**src/rtl/clk_mon_pkg.sv**
```systemverilog
// clk_mon_pkg: shared types, constants and range helper for the clock activity monitor.
package clk_mon_pkg;
    localparam int DEF_CNT_W = 16;
    typedef logic [DEF_CNT_W-1:0] cnt_t;
    // Counters saturate at the low CNT_W bits of this value (CNT_W <= 32).
    localparam logic [31:0] CNT_MAX = '1;

    function automatic logic in_range(input logic [31:0] cnt, input logic [31:0] lo, input logic [31:0] hi);
        return (cnt >= lo) && (cnt <= hi);
    endfunction
endpackage

```
**src/rtl/clk_mon_chan.sv**
```systemverilog
// clk_mon_chan: one monitored clock -- synchroniser, edge detect, saturating
// edge counter, lock hysteresis and registered ok/stuck/count.
module clk_mon_chan
    import clk_mon_pkg::*;
#(
    parameter int  SYNC_STAGES  = 2,
    parameter int  GOOD_WINDOWS = 3,
    parameter type cnt_t        = clk_mon_pkg::cnt_t
) (
    input  logic clk_sys,
    input  logic reset_n,
    input  logic enable,
    input  logic win_close,
    input  logic tick_in,
    input  cnt_t min_cnt,
    input  cnt_t max_cnt,
    output cnt_t count_out,
    output logic ok,
    output logic stuck
);
    localparam int   GR_W = $clog2(GOOD_WINDOWS + 1);
    localparam cnt_t SAT  = cnt_t'(CNT_MAX);

    logic [SYNC_STAGES-1:0] r_sync;
    logic                   r_prev;
    logic                   r_edge;
    cnt_t                   r_cnt;
    logic [GR_W-1:0]        r_good_run;
    cnt_t                   w_cnt_next;
    logic                   w_in;
    logic [GR_W-1:0]        w_gr_next;

    // Next count includes an edge pulse landing in the closing cycle.
    assign w_cnt_next = (r_edge && r_cnt != SAT) ? r_cnt + 1'b1 : r_cnt;
    assign w_in       = in_range(32'(w_cnt_next), 32'(min_cnt), 32'(max_cnt));
    assign w_gr_next  = (r_good_run == GR_W'(GOOD_WINDOWS)) ? r_good_run : r_good_run + 1'b1;

    always_ff @(posedge clk_sys) begin
        if (!reset_n) begin
            r_sync     <= '0;
            r_prev     <= 1'b0;
            r_edge     <= 1'b0;
            r_cnt      <= '0;
            r_good_run <= '0;
            count_out  <= '0;
            ok         <= 1'b0;
            stuck      <= 1'b0;
        end else begin
            r_sync <= {r_sync[SYNC_STAGES-2:0], tick_in};
            r_prev <= r_sync[SYNC_STAGES-1];
            r_edge <= r_sync[SYNC_STAGES-1] & ~r_prev;
            if (!enable) begin
                r_cnt      <= '0;
                r_good_run <= '0;
                ok         <= 1'b0;
            end else if (win_close) begin
                r_cnt      <= '0;
                count_out  <= w_cnt_next;
                stuck      <= (w_cnt_next == '0);
                r_good_run <= w_in ? w_gr_next : '0;
                ok         <= w_in && (w_gr_next == GR_W'(GOOD_WINDOWS));
            end else begin
                r_cnt <= w_cnt_next;
            end
        end
    end
endmodule

```
**src/rtl/clk_activity_mon.sv**
```systemverilog
// clk_activity_mon: multi-channel clock activity/frequency monitor; owns the
// measurement window and packs per-channel results.
module clk_activity_mon
    import clk_mon_pkg::*;
#(
    parameter int CHANNELS     = 4,
    parameter int WINDOW       = 1024,
    parameter int CNT_W        = 16,
    parameter int GOOD_WINDOWS = 3,
    parameter int SYNC_STAGES  = 2
) (
    input  logic                      clk_sys,
    input  logic                      reset_n,
    input  logic                      enable,
    input  logic [CHANNELS-1:0]       tick_in,
    input  logic [CHANNELS*CNT_W-1:0] min_cnt,
    input  logic [CHANNELS*CNT_W-1:0] max_cnt,
    output logic [CHANNELS*CNT_W-1:0] count_out,
    output logic                      count_valid,
    output logic [CHANNELS-1:0]       ok,
    output logic [CHANNELS-1:0]       stuck,
    output logic                      all_ok
);
    localparam int WCW = $clog2(WINDOW);

    logic [WCW-1:0] r_wcnt;
    logic           w_close;

    assign w_close = enable && (r_wcnt == WCW'(WINDOW - 1));
    assign all_ok  = &ok;

    always_ff @(posedge clk_sys) begin
        if (!reset_n) begin
            r_wcnt      <= '0;
            count_valid <= 1'b0;
        end else begin
            count_valid <= w_close;
            r_wcnt      <= (!enable || w_close) ? '0 : r_wcnt + 1'b1;
        end
    end

    for (genvar i = 0; i < CHANNELS; i++) begin : g_chan
        clk_mon_chan #(
            .SYNC_STAGES (SYNC_STAGES),
            .GOOD_WINDOWS(GOOD_WINDOWS),
            .cnt_t       (logic [CNT_W-1:0])
        ) u_chan (
            .clk_sys  (clk_sys),
            .reset_n  (reset_n),
            .enable   (enable),
            .win_close(w_close),
            .tick_in  (tick_in[i]),
            .min_cnt  (min_cnt[i*CNT_W +: CNT_W]),
            .max_cnt  (max_cnt[i*CNT_W +: CNT_W]),
            .count_out(count_out[i*CNT_W +: CNT_W]),
            .ok       (ok[i]),
            .stuck    (stuck[i])
        );
    end
endmodule

```
**config.mk**
```make
export PLATFORM = sky130hd
export DESIGN_NAME = clk_activity_mon
export DESIGN_NICKNAME = d
export VERILOG_FILES = /design/src/rtl/clk_mon_pkg.sv /design/src/rtl/clk_mon_chan.sv /design/src/rtl/clk_activity_mon.sv
export SDC_FILE = /design/constraint.sdc
export NUM_CORES = 1
export LEC_CHECK = 0
export ABC_CLOCK_PERIOD_IN_PS = 7200
export CAP_MARGIN = 40
export CORE_MARGIN = 2
export CORE_UTILIZATION = 50
export DETAILED_ROUTE_END_ITERATION = 6
export GPL_ROUTABILITY_DRIVEN = 0
export PLACE_DENSITY_LB_ADDON = 0.05
export SLEW_MARGIN = 10
export SYNTH_ARGS = -nofsm -noshare
export SYNTH_HDL_FRONTEND = slang
export SYNTH_SLANG_ARGS = --single-unit
```
**constraint.sdc**
```tcl
create_clock -name clk_sys -period 7.2 [get_ports clk_sys]
set_input_delay 1.44 -clock clk_sys [delete_from_list [all_inputs] [get_ports clk_sys]]
set_output_delay 1.44 -clock clk_sys [all_outputs]
set_load 0.02 [all_outputs]
```
==> results of run 1 <==
## metal layers
metal	vias to the layer above	share of wire [%]
li1	4806	-
met1	4269	47
met2	267	45
met3	45	5.8
met4	0	2.2
met5	-	0
## kinds of logic after synthesis
family,Yosys count
and+or+nand+nor,473
buffers and inverters,225
AOI/OAI and AO/OA,221
DFF,171
adders and majority gates,133
xor gates and xnor gates,49
muxes,19
## metrics by stage
stage	util (%)	total power [mW]	hold slack [ns]	instances
6_report	65.3	2.06	0.380	1757
5_1_grt	65.3	2.13	0.398	1757
4_1_cts	65.3	2.07	0.380	1757
3_5_place_dp	62.3	1.14	0.371	1725
3_3_place_gp	62.2	1.14	0.371	1723
2_1_floorplan	-	1.04	0.367	1291
## final timing paths
check / cells past startpoint / endpoint / from
max reg2reg: 14 / g_chan[3].u_chan.ok / g_chan[3].u_chan.r_cnt[4]
max: 14 / g_chan[3].u_chan.ok / g_chan[3].u_chan.r_cnt[4]
min reg2reg: 1 / g_chan[1].u_chan.r_edge / g_chan[1].u_chan.r_prev
min: 1 / g_chan[1].u_chan.r_edge / g_chan[1].u_chan.r_prev
## critical path, stage by stage (launching register included)
cell	delay (ns)
dfxtp_1	0.40
nand4_1	0.30
o41ai_4	0.67
nor3_1	0.14
nand2_1	0.11
xor2_1	0.28
inv_1	0.12
ha_1	0.30
a21oi_1	0.15
nor2_1	0.05
a2111oi_0	0.36
o21ai_0	0.15
a211oi_1	0.27
o311ai_0	0.24
nor3_1	0.24
## where the power goes
part / internal [mW] / switching [mW]
sequential: 0.950 / 0.00261
clock: 0.564 / 0.377
combinational: 0.0959 / 0.0689
total: 1.61 / 0.448
## state kept, by name, summed over array words and instances, names as in the netlist
register,flops
g_chan.u_chan.count_out,64
g_chan.u_chan.r_cnt,64
r_wcnt,10
g_chan.u_chan.r_good_run,8
g_chan.u_chan.r_sync,8
g_chan.u_chan.ok,4
g_chan.u_chan.r_edge,4
g_chan.u_chan.r_prev,4
g_chan.u_chan.stuck,4
count_valid,1
## final cells by class
cell class                 count  area share, %
multi-input combinational    895           46.2
sequential                   171           25.7
timing repair buffer         214           16.1
inverter                     175           4.94
clock buffer                  22           3.49
tap                          270           2.54
clock inverter                10           1.04
## placed cells by master (no fill, tap or decap), drive strengths merged, types with 9 or more instances in the layout
cell type / count
and3: 17
xor2: 24
and4: 14
nor2b: 12
dfxtp: 171
clkbuf: 22
a21oi: 67
clkdlybuf4s50: 208
nand2b: 9
nor3: 26
mux2i: 17
nand3: 37
nand4: 51
o21a: 10
and2: 30
o21ai: 34
ha: 133
nor2: 168
a211oi: 51
nand2: 80
a21o: 19
inv: 176
xnor2: 25
==> flow_summary.json, run 1 <==
{
  "status": "complete, no violations",
  "cts_tree": "yes",
  "port_buffers": 208,
  "powerDensity_nw_per_um2": 155,
  "htree_num_levels": 4,
  "synth_mux_area_share_pct": 1.84,
  "syn_to_final_growth_pct": 27.3,
  "core_area_um2": 20400,
  "endpoint_kind": "flop",
  "final_area_um2": 13300,
  "worstHoldPathType": "reg2reg",
  "drc": 0,
  "clock-skew-final_ns": 0.00972,
  "synthArstFlopShare_pct": 0,
  "path_max_fanout": 8,
  "clkSinkCount": 171,
  "synth_simple_gate_area_share_pct": 22.7,
  "fill_cells": 1774,
  "firstDrtPassIters": 5,
  "fp.dieW_um": 149,
  "cts_made_buffers": 17,
  "arrival_ns": 4.20,
  "drt_iter0_drc": 573,
  "routed_wl_mm": 27.1,
  "wire_per_inst_um": 15.4,
  "gr-usage-met3_pct": 4.94,
  "io_pins": 209,
  "setup_viol": 0,
  "drive_gt1_share_pct": 4.30,
  "netlist_instances": 1291,
  "worst-setup-path-type": "reg2reg",
  "seq_area_frac_synth_pct": 32.8,
  "syn_avg_cell_area_um2": 8.09,
  "num_rows": 52,
  "die_height_um": 149,
  "yosysTopAreaCell": "dfxtp_1",
  "grt-ovfl-total": 0,
  "grtUsageMet1_pct": 33.6,
  "clk_latency_ns": 0.43,
  "n_antenna_cell": 0,
  "yosys_warnings": 0,
  "synth.top_cell.area_share_pct": 32.8,
  "synth_top_family_by_area": "simple AND/OR/NAND/NOR gates",
  "synthFlopType": "dfxtp_1",
  "synthXorXnorAreaFrac_pct": 4.25,
  "num-nets-final": 1742,
  "finalSetupTns_ns": 0,
  "clock_path_buffers": 2,
  "hold_viol": 0,
  "grt_max_degree": 65,
  "grt_setup_unrepaired": "false",
  "die_area_um2": 22100,
  "grt_usage_pct": 25.2,
  "busiest_layer": "met2",
  "regArea_um2": 3420,
  "clk_pin_slew_ns": 0.07,
  "antenna_found_initial": 0,
  "ys_ff_latch": 171,
  "synth_area_leaders": "dfxtp_1 33%, ha_1 16%, inv_1 6.2%, nor2_1 6.0%, a211oi_1 3.7%",
  "start_util_pct": 51.3,
  "syn_area_um2": 10400,
  "cp-start-kind": "flop",
  "first_global_vias": 9234,
  "grt_pass1_wl_mm": 44.7,
  "synthTopCellsByCount": "173 x inv_1, 171 x dfxtp_1, 168 x nor2_1",
  "critPathRequiredTime_ns": 7.56,
  "yosysMostFrequentCell": "inv_1",
  "cts_hold_buffers": 0,
  "timing.slew.headroom_pct": 47.2,
  "rrSetupSlack_ns": 3.36,
  "min_period_over_period_pct": 53.3,
  "via_per_inst": 5.34,
  "synth_compound_area_share_pct": 13.9,
  "detail-route-antenna-nets": 0,
  "vias": 9387,
  "maxCapViolations": 0,
  "postPlaceCellArea_um2": 12700,
  "multi_input_area_um2": 6140,
  "period_minus_slack_ns": 3.84,
  "synthDistinctLibCells": 64,
  "post_cts_resized": 0,
  "drv_slew": 0,
  "ir_worst_vdd_v": 0.000144,
  "synth_fa_ha_area_share_pct": 15.9,
  "synthesis.nets": 1559,
  "grt_util_met2_pct": 41.4,
  "pre_cts_slack_ns": 3.23,
  "setup_slack_ns": 3.36,
  "max_freq_mhz": 260,
  "post_cts_buffers": 0,
  "tightestPinTransition_ns": 0.789,
  "synth_enable_flop_cells": 0,
  "dp_hpwl_mm": 20.9,
  "leakage_nw": 6.18,
  "cts-root-buf": "clkbuf_16"
}
(Power assumes the default switching activity.)
==> inputs of run 2 (changes only) <==
ABC_CLOCK_PERIOD_IN_PS = 3400   (was 7200)
CORE_UTILIZATION = 48   (was 50)
clock period = 3.4 ns   (was 7.2 ns; I/O delays follow)
==> run 2 against run 1 <==
Against the previous run:
- global-route usage fell by 0.12 points
- critical path type unchanged
- design area rose by 7.6%
- utilization rose by 2.1 points
==> flow_summary.json, run 2 (synthesis gave the netlist of run 1 again) <==
{
  "status": "complete, no violations",
  "drt_iter0_drc": 476,
  "cts-root-buf": "clkbuf_16",
  "worst-setup-path-type": "reg2reg",
  "dp_cells": 1823,
  "die_area_um2": 23000,
  "grt_usage_pct": 25.0,
  "reg.largest.list": "g_chan.u_chan.count_out x64, g_chan.u_chan.r_cnt x64, r_wcnt x10",
  "clk_latency_ns": 0.43,
  "die_height_um": 152,
  "timing.slew.headroom_pct": 48.2,
  "crit_slowest_cell": "dfxtp_1",
  "grt_max_degree": 47,
  "pre_cts_slack_ns": -0.0574,
  "critPathRequiredTime_ns": 3.71,
  "hold_viol": 0,
  "max_freq_mhz": 310,
  "arrival_ns": 3.53,
  "period_minus_slack_ns": 3.22,
  "finalSetupTns_ns": 0,
  "clock_path_buffers": 2,
  "vias": 9838,
  "grt_setup_unrepaired": "true",
  "cts_made_buffers": 17,
  "routed_wl_mm": 28.9,
  "fp.dieW_um": 152,
  "powerDensity_nw_per_um2": 303,
  "drc": 0,
  "clkSinkCount": 171,
  "clk_pin_slew_ns": 0.07,
  "path_delay_family": "simple AND/OR/NAND/NOR gates",
  "hold_ws_ns": 0.383,
  "fill_cells": 1864,
  "leakage_nw": 6.67,
  "fin_util_pct": 67.4,
  "start_util_pct": 49.2,
  "clockPowerShare_pct": 44.9,
  "detail-route-antenna-nets": 0,
  "io_pins": 209,
  "setup_viol": 0,
  "htree_num_levels": 4,
  "instances_no_fill": 1862,
  "num_rows": 53,
  "switching_share_pct": 24.1,
  "first_global_vias": 9489,
  "worstHoldPathType": "reg2reg",
  "mostFrequentLayoutCells": "208 x clkdlybuf4s50_1, 172 x inv_1, 168 x nor2_1",
  "firstDrtPassIters": 5,
  "dp_hpwl_mm": 22.6,
  "path_max_fanout": 5,
  "tightestPinTransition_ns": 0.769,
  "grt_pass1_wl_mm": 45.8,
  "combPwrFrac_pct": 8.6,
  "num-nets-final": 1841,
  "pwr-share-seq_pct": 46.5,
  "cts_tree": "yes",
  "min_period_over_period_pct": 94.8,
  "wire_per_inst_um": 15.5,
  "endpoint_kind": "flop",
  "syn_to_final_growth_pct": 37.0,
  "cp_num_buf_inv": 3,
  "drv_slew": 0,
  "max_stage_delay_ns": 0.37,
  "antenna_found_initial": 0,
  "crit_chain": "nand4_1 -> buf_4 -> or2_1 -> nor4b_2 -> xnor2_1 -> inv_1 -> ha_1 -> nand4_1 -> nor2_1 -> nand2_1 -> a21oi_2 -> a211oi_2 -> o311ai_1 -> buf_4 -> nor3_1",
  "setup_slack_ns": 0.176,
  "drive_gt1_share_pct": 13.2,
  "ir_worst_vdd_v": 0.000247,
  "core_area_um2": 21200,
  "clock-skew-final_ns": 0.0101,
  "via_per_inst": 5.28,
  "final_common_cell": "clkdlybuf4s50_1",
  "p_switching_mw": 1.05,
  "maxCapViolations": 0,
  "port_buffers": 208,
  "p_int_mw": 3.29,
  "grt-ovfl-total": 0,
  "cp-start-kind": "flop"
}
## run 2: per-layer routing
| layer | GRT usage, % | routed length (um) |
|---|---|---|
| met5 | 0 | 0 |
| met1 | 32.6 | 13500 |
| met3 | 3.95 | 1310 |
| met4 | 6.02 | 484 |
| met2 | 43.6 | 13600 |
## run 2: repair_timing
item                       4_1_cts  5_1_grt
buffers inserted                 1        5
hold buffers                     0        0
pin swaps                        1       25
gates resized for setup          2       56
setup endpoints to repair        9       12
## run 2: final timing paths
check                                 start                 endpoint  slack (ns)  cells after the start
setup / recovery  g_chan[3].u_chan.r_cnt[6]      g_chan[3].u_chan.ok        0.18                     15
hold / removal      g_chan[0].u_chan.r_prev  g_chan[0].u_chan.r_edge        0.38                      1
setup reg to reg  g_chan[3].u_chan.r_cnt[6]      g_chan[3].u_chan.ok        0.18                     15
hold reg to reg     g_chan[0].u_chan.r_prev  g_chan[0].u_chan.r_edge        0.38                      1
## run 2: final cells by class
cell class	count	area [um2]	share of cell area [%]
clock inverter	14	159	1.11
antenna	1	2.50	0.0175
clock buffer	18	439	3.07
inverter	175	657	4.59
multi-input combinational	895	6370	44.5
timing repair buffer	313	2910	20.3
sequential	171	3430	24.0
tap	275	344	2.40
## run 2: worst reg2reg max path, cell delays in order (launching register included)
cell and delay (ns):
dfxtp_1 0.37, nand4_1 0.17, buf_4 0.20, or2_1 0.31, nor4b_2 0.35, xnor2_1 0.20
inv_1 0.10, ha_1 0.30, nand4_1 0.18, nor2_1 0.15, nand2_1 0.07, a21oi_2 0.15
a211oi_2 0.06, o311ai_1 0.26, buf_4 0.18, nor3_1 0.04
## run 2: per-stage QoR
stage	instance area (um2)	power, mW
global placement	13400	2.42
finish	14300	4.34
global route	14300	4.49
floorplan	10400	2.21
detailed placement	13400	2.43
CTS	14000	4.36
## run 2: power groups by stage
stage / clock (mW) / combinational (mW) / sequential (mW)
global route: 2.05 / 0.415 / 2.02
finish: 1.95 / 0.373 / 2.02
detailed placement: 0 / 0.367 / 2.06
CTS: 1.98 / 0.370 / 2.02
global placement: 0 / 0.362 / 2.06
floorplan: 0 / 0.149 / 2.06
